### config.mk
export PLATFORM = sky130hd
export DESIGN_NAME = axi4_rd_slave
export DESIGN_NICKNAME = d
export VERILOG_FILES = /design/src/rtl/axi4_pkg.sv /design/src/rtl/ar_req_fifo.sv /design/src/rtl/axi4_rd_slave.sv
export SDC_FILE = /design/constraint.sdc
export NUM_CORES = 1
export LEC_CHECK = 0
export CORE_MARGIN = 2
export CORE_UTILIZATION = 57
export CTS_CLUSTER_SIZE = 16
export DETAILED_ROUTE_END_ITERATION = 7
export HOLD_SLACK_MARGIN = 0.03
export PLACE_DENSITY_LB_ADDON = 0.2
export SYNTH_ARGS = -nofsm -noshare
export SYNTH_HDL_FRONTEND = slang
export SYNTH_SLANG_ARGS = --single-unit
export TNS_END_PERCENT = 5
### constraint.sdc
create_clock -name clk -period 3.37 [get_ports clk]
set_input_delay 0.674 -clock clk [delete_from_list [all_inputs] [get_ports clk]]
set_output_delay 0.674 -clock clk [all_outputs]
set_load 0.03 [all_outputs]
### src/rtl/axi4_pkg.sv
// Shared AXI4 read-side types: burst and response encodings, the queued AR
// request record, and the read-responder FSM states.
package axi4_pkg;

  localparam int unsigned AXI_ID_W   = 4;
  localparam int unsigned AXI_ADDR_W = 16;

  typedef enum logic [1:0] {
    FIXED = 2'b00,
    INCR  = 2'b01,
    WRAP  = 2'b10,
    RSVD  = 2'b11
  } burst_e;

  typedef enum logic [1:0] {
    OKAY   = 2'b00,
    EXOKAY = 2'b01,
    SLVERR = 2'b10,
    DECERR = 2'b11
  } resp_e;

  typedef enum logic {
    S_IDLE,
    S_BURST
  } rd_state_e;

  typedef struct packed {
    logic [AXI_ID_W-1:0]   id;
    logic [AXI_ADDR_W-1:0] addr;
    logic [7:0]            len;
    logic [2:0]            size;
    burst_e                burst;
  } ar_req_t;

  // A burst is servable only as FIXED/INCR with beats no wider than the bus.
  function automatic logic burst_cfg_err(burst_e burst, logic [2:0] size,
                                         int unsigned byte_log2);
    return ((burst != FIXED) && (burst != INCR)) || (32'(size) > byte_log2);
  endfunction

endpackage

### src/rtl/ar_req_fifo.sv
// Count-based ring buffer of AR requests; the occupancy counter lets every
// slot be used, so full means count == depth.
module ar_req_fifo
  import axi4_pkg::*;
#(
  parameter int unsigned DEPTH_LOG2 = 2
) (
  input  logic    clk,
  input  logic    rstn,
  input  logic    push,
  input  ar_req_t din,
  input  logic    pop,
  output ar_req_t head,
  output logic    full,
  output logic    empty
);

  localparam int unsigned DEPTH = 1 << DEPTH_LOG2;
  localparam logic [DEPTH_LOG2-1:0] PTR_ONE = 1;
  localparam logic [DEPTH_LOG2:0]   CNT_ONE = 1;
  localparam logic [DEPTH_LOG2:0]   CNT_MAX = (DEPTH_LOG2 + 1)'(DEPTH);

  ar_req_t               slots [DEPTH];
  logic [DEPTH_LOG2-1:0] wr_ptr;
  logic [DEPTH_LOG2-1:0] rd_ptr;
  logic [DEPTH_LOG2:0]   count;
  logic                  do_push;
  logic                  do_pop;

  always_comb begin
    full    = (count == CNT_MAX);
    empty   = (count == '0);
    do_push = push && !full;
    do_pop  = pop && !empty;
    head    = slots[rd_ptr];
  end

  always_ff @(posedge clk or negedge rstn) begin
    if (!rstn) begin
      wr_ptr <= '0;
      rd_ptr <= '0;
      count  <= '0;
    end else begin
      if (do_push) wr_ptr <= wr_ptr + PTR_ONE;
      if (do_pop)  rd_ptr <= rd_ptr + PTR_ONE;
      case ({do_push, do_pop})
        2'b10:   count <= count + CNT_ONE;
        2'b01:   count <= count - CNT_ONE;
        default: count <= count;
      endcase
    end
  end

  // Payload storage needs no reset; validity is tracked by count alone.
  always_ff @(posedge clk) begin
    if (do_push) slots[wr_ptr] <= din;
  end

endmodule

### src/rtl/axi4_rd_slave.sv
// AXI4 read responder: queues AR requests and streams FIXED/INCR bursts
// from a read-only word memory, with per-beat SLVERR/DECERR responses.
module axi4_rd_slave
  import axi4_pkg::*;
#(
  parameter int unsigned ID_W     = AXI_ID_W,
  parameter int unsigned ADDR_W   = AXI_ADDR_W,
  parameter int unsigned DATA_W   = 32,
  parameter int unsigned MEM_LOG2 = 10,
  parameter int unsigned ARQ_LOG2 = 2
) (
  input  logic              clk,
  input  logic              rstn,
  input  logic [ID_W-1:0]   arid,
  input  logic [ADDR_W-1:0] araddr,
  input  logic [7:0]        arlen,
  input  logic [2:0]        arsize,
  input  logic [1:0]        arburst,
  input  logic              arvalid,
  output logic              arready,
  output logic [ID_W-1:0]   rid,
  output logic [DATA_W-1:0] rdata,
  output logic [1:0]        rresp,
  output logic              rlast,
  output logic              rvalid,
  input  logic              rready
);

  localparam int unsigned BYTE_LOG2 = $clog2(DATA_W / 8);
  localparam logic [63:0] MEM_BYTES = 64'(1) << (MEM_LOG2 + BYTE_LOG2);

  ar_req_t   in_req;
  ar_req_t   head;
  logic      fifo_full;
  logic      fifo_empty;
  logic      push;
  logic      pop;
  logic      load;
  logic      advance;

  rd_state_e         state_q;
  rd_state_e         state_d;
  logic [ID_W-1:0]   cur_id;
  logic [ADDR_W-1:0] cur_addr;
  logic [7:0]        beats_left;
  logic [2:0]        cur_size;
  burst_e            cur_burst;

  always_comb begin
    in_req = '{id:    AXI_ID_W'(arid),
               addr:  AXI_ADDR_W'(araddr),
               len:   arlen,
               size:  arsize,
               burst: burst_e'(arburst)};
    arready = !fifo_full;
    push    = arvalid && arready;
  end

  ar_req_fifo #(
    .DEPTH_LOG2 (ARQ_LOG2)
  ) u_arq (
    .clk   (clk),
    .rstn  (rstn),
    .push  (push),
    .din   (in_req),
    .pop   (pop),
    .head  (head),
    .full  (fifo_full),
    .empty (fifo_empty)
  );

  always_ff @(posedge clk or negedge rstn) begin
    if (!rstn) state_q <= S_IDLE;
    else       state_q <= state_d;
  end

  // The last-beat handshake pops the next request directly, so bursts
  // follow each other without an idle cycle.
  always_comb begin
    state_d = state_q;
    pop     = 1'b0;
    load    = 1'b0;
    advance = 1'b0;
    case (state_q)
      S_IDLE: begin
        if (!fifo_empty) begin
          pop     = 1'b1;
          load    = 1'b1;
          state_d = S_BURST;
        end
      end
      S_BURST: begin
        if (rready) begin
          if (beats_left == 8'd0) begin
            if (!fifo_empty) begin
              pop  = 1'b1;
              load = 1'b1;
            end else begin
              state_d = S_IDLE;
            end
          end else begin
            advance = 1'b1;
          end
        end
      end
      default: state_d = S_IDLE;
    endcase
  end

  always_ff @(posedge clk or negedge rstn) begin
    if (!rstn) begin
      cur_id     <= '0;
      cur_addr   <= '0;
      beats_left <= '0;
      cur_size   <= '0;
      cur_burst  <= FIXED;
    end else if (load) begin
      cur_id     <= ID_W'(head.id);
      cur_addr   <= ADDR_W'(head.addr);
      beats_left <= head.len;
      cur_size   <= head.size;
      cur_burst  <= head.burst;
    end else if (advance) begin
      beats_left <= beats_left - 8'd1;
      if (cur_burst == INCR) cur_addr <= cur_addr + (ADDR_W'(1) << cur_size);
    end
  end

  // Word i of the preloaded read-only memory holds i, so the memory reduces
  // to returning the word index of the beat address.
  always_comb begin
    rvalid = (state_q == S_BURST);
    rid    = '0;
    rdata  = '0;
    rresp  = OKAY;
    rlast  = 1'b0;
    if (rvalid) begin
      rid   = cur_id;
      rlast = (beats_left == 8'd0);
      if (burst_cfg_err(cur_burst, cur_size, BYTE_LOG2)) begin
        rresp = SLVERR;
      end else if (64'(cur_addr) >= MEM_BYTES) begin
        rresp = DECERR;
      end else begin
        rdata = DATA_W'(cur_addr >> BYTE_LOG2);
      end
    end
  end

endmodule

Word level (Yosys, flattened, before mapping)

Memories as Yosys holds them, arrays and structs flattened.
Cells that the tools add are included.

Flip-flop bits (word level): 41
Memory bits (writable): 132
Output and inout port bits: 41
Input port bits: 37
Memories: 1
Logic and storage cells: 65

Memory list:

| name        | words | bits a word | read ports | clocked after Yosys merged registers in | write ports | RTL line          | RTL |
|---|---|---|---|---|---|---|---|
| u_arq.slots | 4     | 33          | 1          | 0                                       | 1           | ar_req_fifo.sv:23 | `ar_req_t slots [DEPTH];` |

Muxes and demuxes: 26
Magnitude comparators: 2
Eq/ne operators: 5
Bitwise logic cells: 1
$add $sub $neg: 6
Reductions and logical operators: 14
Shift operators: 1

Operator list:

| cell                                                                                  | number |
|---|---|
| 16-bit 2-to-1 mux                                                                     | 3 |
| 14-bit 2-to-1 mux                                                                     | 3 |
| 16-bit adder                                                                          | 1 |
| 16-bit by 13-bit greater-or-equal comparator with 1-bit output, second input constant | 1 |
| 8-bit 2-to-1 mux                                                                      | 2 |
| 1-bit by 3-bit left shift with 16-bit output, first input constant                    | 1 |
| 1-bit 2-to-1 mux                                                                      | 11 |
| 8-bit logical NOT                                                                     | 1 |
| 2-bit nonzero test                                                                    | 4 |
| 8-bit by 1-bit subtractor with 8-bit output, second input constant                    | 1 |
| 2-bit 2-to-1 mux                                                                      | 3 |
| 3-bit case mux with 2 select lines                                                    | 1 |
| 2-bit by 1-bit adder with 2-bit output, second input constant                         | 2 |
| 2-bit by 1-bit equality test with 1-bit output, second input constant                 | 2 |
| 1-bit logical AND                                                                     | 4 |
| 4-bit 2-to-1 mux                                                                      | 1 |
| 1-bit case mux with 2 select lines                                                    | 2 |
| 3-bit by 1-bit adder with 3-bit output, second input constant                         | 1 |
| 3-bit equality test, second input constant                                            | 1 |
| 3-bit by 2-bit > comparator with 1-bit output, second input constant                  | 1 |
| 3-bit logical NOT                                                                     | 1 |
| 3-bit by 1-bit subtractor with 3-bit output, second input constant                    | 1 |
| 2-bit equality test, second input constant                                            | 1 |
| 1-bit logical NOT                                                                     | 2 |
| 4 further kinds                                                                       | 4 |

Logic depth before layout (Yosys ltp)

Depth after elaboration: 8
Depth in mapped cells: 14
Mapped depth without buffers: 12

By module

Synthesis repeated with hierarchy kept, for this count alone.

Cell total of the unflattened synthesis: 489
Area total of the unflattened synthesis: 7716.2 sq um

By module, submodules not included:

| module        | seq. area each (sq um) | area an instance (sq um) | cells an instance | times used |
|---|---|---|---|---|
| ar_req_fifo   | 4139.0                 | 5238.8                   | 210               | 1 |
| axi4_rd_slave | 850.8                  | 2477.4                   | 279               | 1 |

Worst setup path after synthesis

No wires, ideal clock.

Kind: register -> register
Start: reg beats_left[0]
End: reg u_arq.count[2]
Setup time: 0.079 ns
Slack: 0.573 ns
Data required time: 3.291 ns
Clock period less this slack: 2.797 ns
Path buffers: 2
Stages on the path, launching flop included: 15
Data arrival time: 2.718 ns
Cell sequence: dfrtp_1 -> inv_1 -> ha_1 -> or3b_2 -> o31ai_4 -> o31ai_2 -> inv_2 -> buf_6 -> buf_6 -> ha_1 -> inv_1 -> fa_1 -> xor2_1 -> nor2_1 -> xor2_1

Longest elaborated chain between the ends: 7
Elaborated cells on any way between the ends: 9
Those cells by class: 2 x eq/ne; 4 x mux; 3 x reduce/logical

RTL lines:

| element                                                                               | RTL line             | RTL |
|---|---|---|
| from (decl)                                                                           | axi4_rd_slave.sv:45  | `logic [7:0] beats_left;` |
| from (signal assigned)                                                                | axi4_rd_slave.sv:120 | `beats_left <= head.len;` |
| from (signal assigned)                                                                | axi4_rd_slave.sv:124 | `beats_left <= beats_left - 8'd1;` |
| 8-bit logical NOT (*)                                                                 | axi4_rd_slave.sv:94  | `if (beats_left == 8'd0) begin` |
| 1-bit 2-to-1 mux (*)                                                                  | axi4_rd_slave.sv:94  |  |
| 1-bit 2-to-1 mux (*)                                                                  | axi4_rd_slave.sv:93  | `if (rready) begin` |
| 1-bit case mux with 2 select lines (*)                                                | axi4_rd_slave.sv:84  | `case (state_q)` |
| 1-bit logical AND (*)                                                                 | ar_req_fifo.sv:34    | `do_pop = pop && !empty;` |
| named net u_arq.do_pop                                                                | ar_req_fifo.sv:28    | `logic do_pop;` |
| 2-bit by 1-bit equality test with 1-bit output or 2-bit equality test (tied branches) | ar_req_fifo.sv:46    | `case ({do_push, do_pop})` |
| 3-bit case mux with 2 select lines or 2-bit nonzero test (tied branches)              | --                   |  |
| to (signal assigned)                                                                  | ar_req_fifo.sv:47    | `2'b10: count <= count + CNT_ONE;` |
| to (signal assigned)                                                                  | ar_req_fifo.sv:48    | `2'b01: count <= count - CNT_ONE;` |
| to (signal assigned)                                                                  | ar_req_fifo.sv:49    | `default: count <= count;` |
| to (decl)                                                                             | ar_req_fifo.sv:26    | `logic [DEPTH_LOG2:0] count;` |

Mark *: on every way through the listed nets, which the timed path passes. The rest lies on a longest branch.
A chain may end at the register's enable or synchronous reset.

Worst setup path in the final report

Start: reg cur_addr[14]
End: out rdata[2]

Longest elaborated chain between the ends: 4

RTL lines:

| element                                                        | RTL line             | RTL |
|---|---|---|
| from (decl)                                                    | axi4_rd_slave.sv:44  | `logic [ADDR_W-1:0] cur_addr;` |
| from (signal assigned)                                         | axi4_rd_slave.sv:119 | `cur_addr <= ADDR_W'(head.addr);` |
| from (signal assigned)                                         | axi4_rd_slave.sv:125 | `if (cur_burst == INCR) cur_addr <= cur_addr + (ADDR_W'(1) << cur_size);` |
| 16-bit by 13-bit greater-or-equal comparator with 1-bit output | axi4_rd_slave.sv:142 | `end else if (64'(cur_addr) >= MEM_BYTES) begin` |
| 14-bit 2-to-1 mux                                              | axi4_rd_slave.sv:142 |  |
| 14-bit 2-to-1 mux                                              | axi4_rd_slave.sv:140 | `if (burst_cfg_err(cur_burst, cur_size, BYTE_LOG2)) begin` |
| 14-bit 2-to-1 mux                                              | axi4_rd_slave.sv:137 | `if (rvalid) begin` |
| to (decl)                                                      | axi4_rd_slave.sv:22  | `output logic [DATA_W-1:0] rdata,` |

No other way between the ends.

==> flow_summary.json <==
{
  "status": "completed",
  "root_buffer": "clkbuf_16",
  "syn_inst": 504,
  "ys_seq_area_share_pct": 65.2,
  "maxCapViolCount": 0,
  "met1_usage_pct": 30.6,
  "grt_pass1_wl_um": 23800,
  "hold_buffers": 0,
  "finalSetupViolCount": 0,
  "slowest_delay_ns": 0.66,
  "regToRegSetupSlack_ns": 0.57,
  "hold_viol": 0,
  "rsz0062_at_grt": "false",
  "synth-edff-count": 132,
  "use_met3_pct": 4.71,
  "worstSetupPathType": "flip-flop to output port",
  "slowest_stage": "clkdlybuf4s50_1",
  "p_switching_mw": 2.22,
  "p_comb_share_pct": 27.2,
  "overflow": 0,
  "dr.pass1.iters": 5,
  "end_kind": "output port",
  "cts_tree": "yes",
  "rows": 42,
  "slew_viol_final": 0,
  "n_antenna_cell": 0,
  "powerDensity_nw_per_um2": 795,
  "power_frac_seq_pct": 44.4,
  "start_kind": "flip-flop",
  "dp_hpwl_um": 9500,
  "drt_iter0_drc": 329,
  "ir_worst_vdd_mv": 0.530,
  "ys_warn_count": 0,
  "ys.flop_type": "edfxtp_1",
  "avgViaCountPerCell": 5.73,
  "drive_gt1_share_pct": 15.3,
  "required_ns": 2.70,
  "first_global_vias": 4462,
  "routedWlPerCell_um": 19.4,
  "clk_pin_slew_ns": 0.06,
  "synth_area_per_cell_um2": 15.2,
  "cts_made_buffers": 17,
  "fp.dieW_um": 120,
  "dpl_worst_slack_ns": 0.473,
  "met2_usage_pct": 35.4,
  "critPathTopFamily": "simple AND/OR/NAND/NOR gates",
  "crit_chain": "nor4_1, and3_2, and2_1, clkdlybuf4s50_1",
  "insertion_delay_ns": 0.44,
  "grt_use_total_pct": 22.4,
  "power.share.clock_pct": 28.4,
  "synth.cell_area_um2": 7650,
  "hold_path.class": "input pin to asynchronous set/reset pin",
  "final_cell_mix": "edfxtp_1, nand2_1, clkdlybuf4s50_1",
  "grt_max_degree": 42,
  "cp_max_fo": 10,
  "grt_antenna_before_repair": 0,
  "p_leak_nw": 3.31,
  "period_share_pct": 94.6,
  "place_congestion": 0.938,
  "crit_arrival_ns": 2.51,
  "drcViolationCount": 0,
  "worst_pin_slew_ns": 0.958,
  "tns_ns": 0,
  "vias": 4337,
  "die_y_um": 120,
  "ios": 78,
  "io_buffer_count": 55,
  "busiest_layer": "met2",
  "ant_nets": 0,
  "fin_skew_ns": 0.0102,
  "swShare_pct": 31.3,
  "core_um2": 13200,
  "min_period_ns": 3.19,
  "wl_um": 14700,
  "async_reset_ff_share_pct": 23.7,
  "post_cts_buffers": 0,
  "htree_levels": 4,
  "yosysUniqueCellTypes": 58,
  "nets": 622,
  "start_util_pct": 58.0,
  "fill_cells": 939,
  "syn2layout_area_growth_pct": 16.6,
  "clock-sinks": 173,
  "internal_power_mw": 4.87,
  "cts_buffer_depth": 2,
  "final_common_cell": "edfxtp_1",
  "finalWorstSetupSlack_ns": 0.182,
  "dieArea_um2": 14400,
  "path_buf_inv": 1,
  "ys_seq_elements": 173,
  "slew_headroom_pct": 36.1,
  "fmax_mhz": 314
}
logic make-up (layout without fill, tap and decap cells):
family	after synthesis	count (layout)	share of synthesized area [%]
and+or+nand+nor	138	138	9.40
muxes	40	40	10.6
buffers and inverters	58	114	4.51
adders and majority gates	17	17	2.98
AOI/OAI and AO/OA	62	62	5.48
xor gates and xnor gates	15	15	1.72
other	1	22	0.0490
DFF	173	173	65.2
state kept, by name, summed over array words and instances, names as in the netlist:
name	flops
rvalid	1
u_arq.wr_ptr	2
cur_addr	16
cur_size	3
u_arq.count	3
beats_left	8
u_arq.slots	132
cur_id	4
cur_burst	2
u_arq.rd_ptr	2
power by group through the flow:
stage | combinational [mW] | sequential [mW] | clock (mW)
floorplan | 1.41 | 3.03 | 0
global placement | 1.90 | 3.15 | 0
detailed placement | 1.94 | 3.19 | 0
CTS | 1.95 | 3.15 | 2.04
global route | 2.11 | 3.21 | 2.12
finish | 1.93 | 3.15 | 2.01
cell type report:
cell class	count	area (um^2)	share of cell area, %
Clock buffer	21	450	5.05
Timing Repair Buffer	68	643	7.21
Clock inverter	11	155	1.74
Tap cell	176	220	2.47
Multi-Input combinational cell	294	2410	27.0
Inverter	14	52.6	0.589
Sequential cell	173	4990	55.9
synthesized netlist by cell type (3+ instances only):
master,count,area (um^2)
clkbuf_1,10,37.5
nor2_1,17,63.8
xnor2_1,8,70.1
a211oi_1,3,22.5
inv_1,13,48.8
xor2_1,7,61.3
a21o_1,3,22.5
nor3_1,3,15.0
nor3b_1,5,37.5
and2_1,16,100
or4_1,6,45.0
mux4_2,33,743
a31oi_1,5,31.3
o311ai_0,3,26.3
mux2i_1,7,70.1
o21ai_1,4,20.0
ha_1,15,188
and3_1,8,50.1
nand2_1,55,206
buf_4,22,165
o21ai_0,14,70.1
buf_2,6,30.0
a21oi_1,12,60.1
buf_6,5,56.3
dfrtp_1,41,1030
o31ai_1,4,30.0
nand4_1,3,18.8
nand3_1,6,30.0
edfxtp_1,132,3960
nor4_1,3,18.8
path summary, 6_finish.rpt:
check / startpoint / to / cells after the start
min in group clk: cur_id[1] / cur_id[1] / 2
max in group asynchronous: rstn / u_arq.rd_ptr[0] / 1
max: cur_addr[14] / rdata[2] / 4
max reg2reg: beats_left[0] / u_arq.count[2] / 12
min reg2reg: cur_id[1] / cur_id[1] / 2
min: rstn / cur_id[2] / 1
metal layers:
metal  routed length (um)  up-vias
met4                  272        0
met5                    0        -
met3                  879       21
li1                     -     2001
met2                 7060      159
met1                 6440     2156
through the flow:
stage	util, %	power (mW)	cell area [um^2]	cells	hold WS [ns]
2_1_floorplan	-	4.44	7730	525	0.378
3_3_place_gp	63.0	5.05	8310	725	0.451
3_5_place_dp	63.0	5.13	8310	725	0.455
4_1_cts	67.6	7.14	8910	757	0.423
5_1_grt	67.6	7.43	8920	757	0.482
6_report	67.6	7.09	8920	757	0.392
timing repair:
action	CTS	global route
endpoints found under the hold margin	0	0
endpoints found under the setup margin	0	10
gates resized for setup	0	2
No activity file was read; power rests on OpenSTA's default activity.
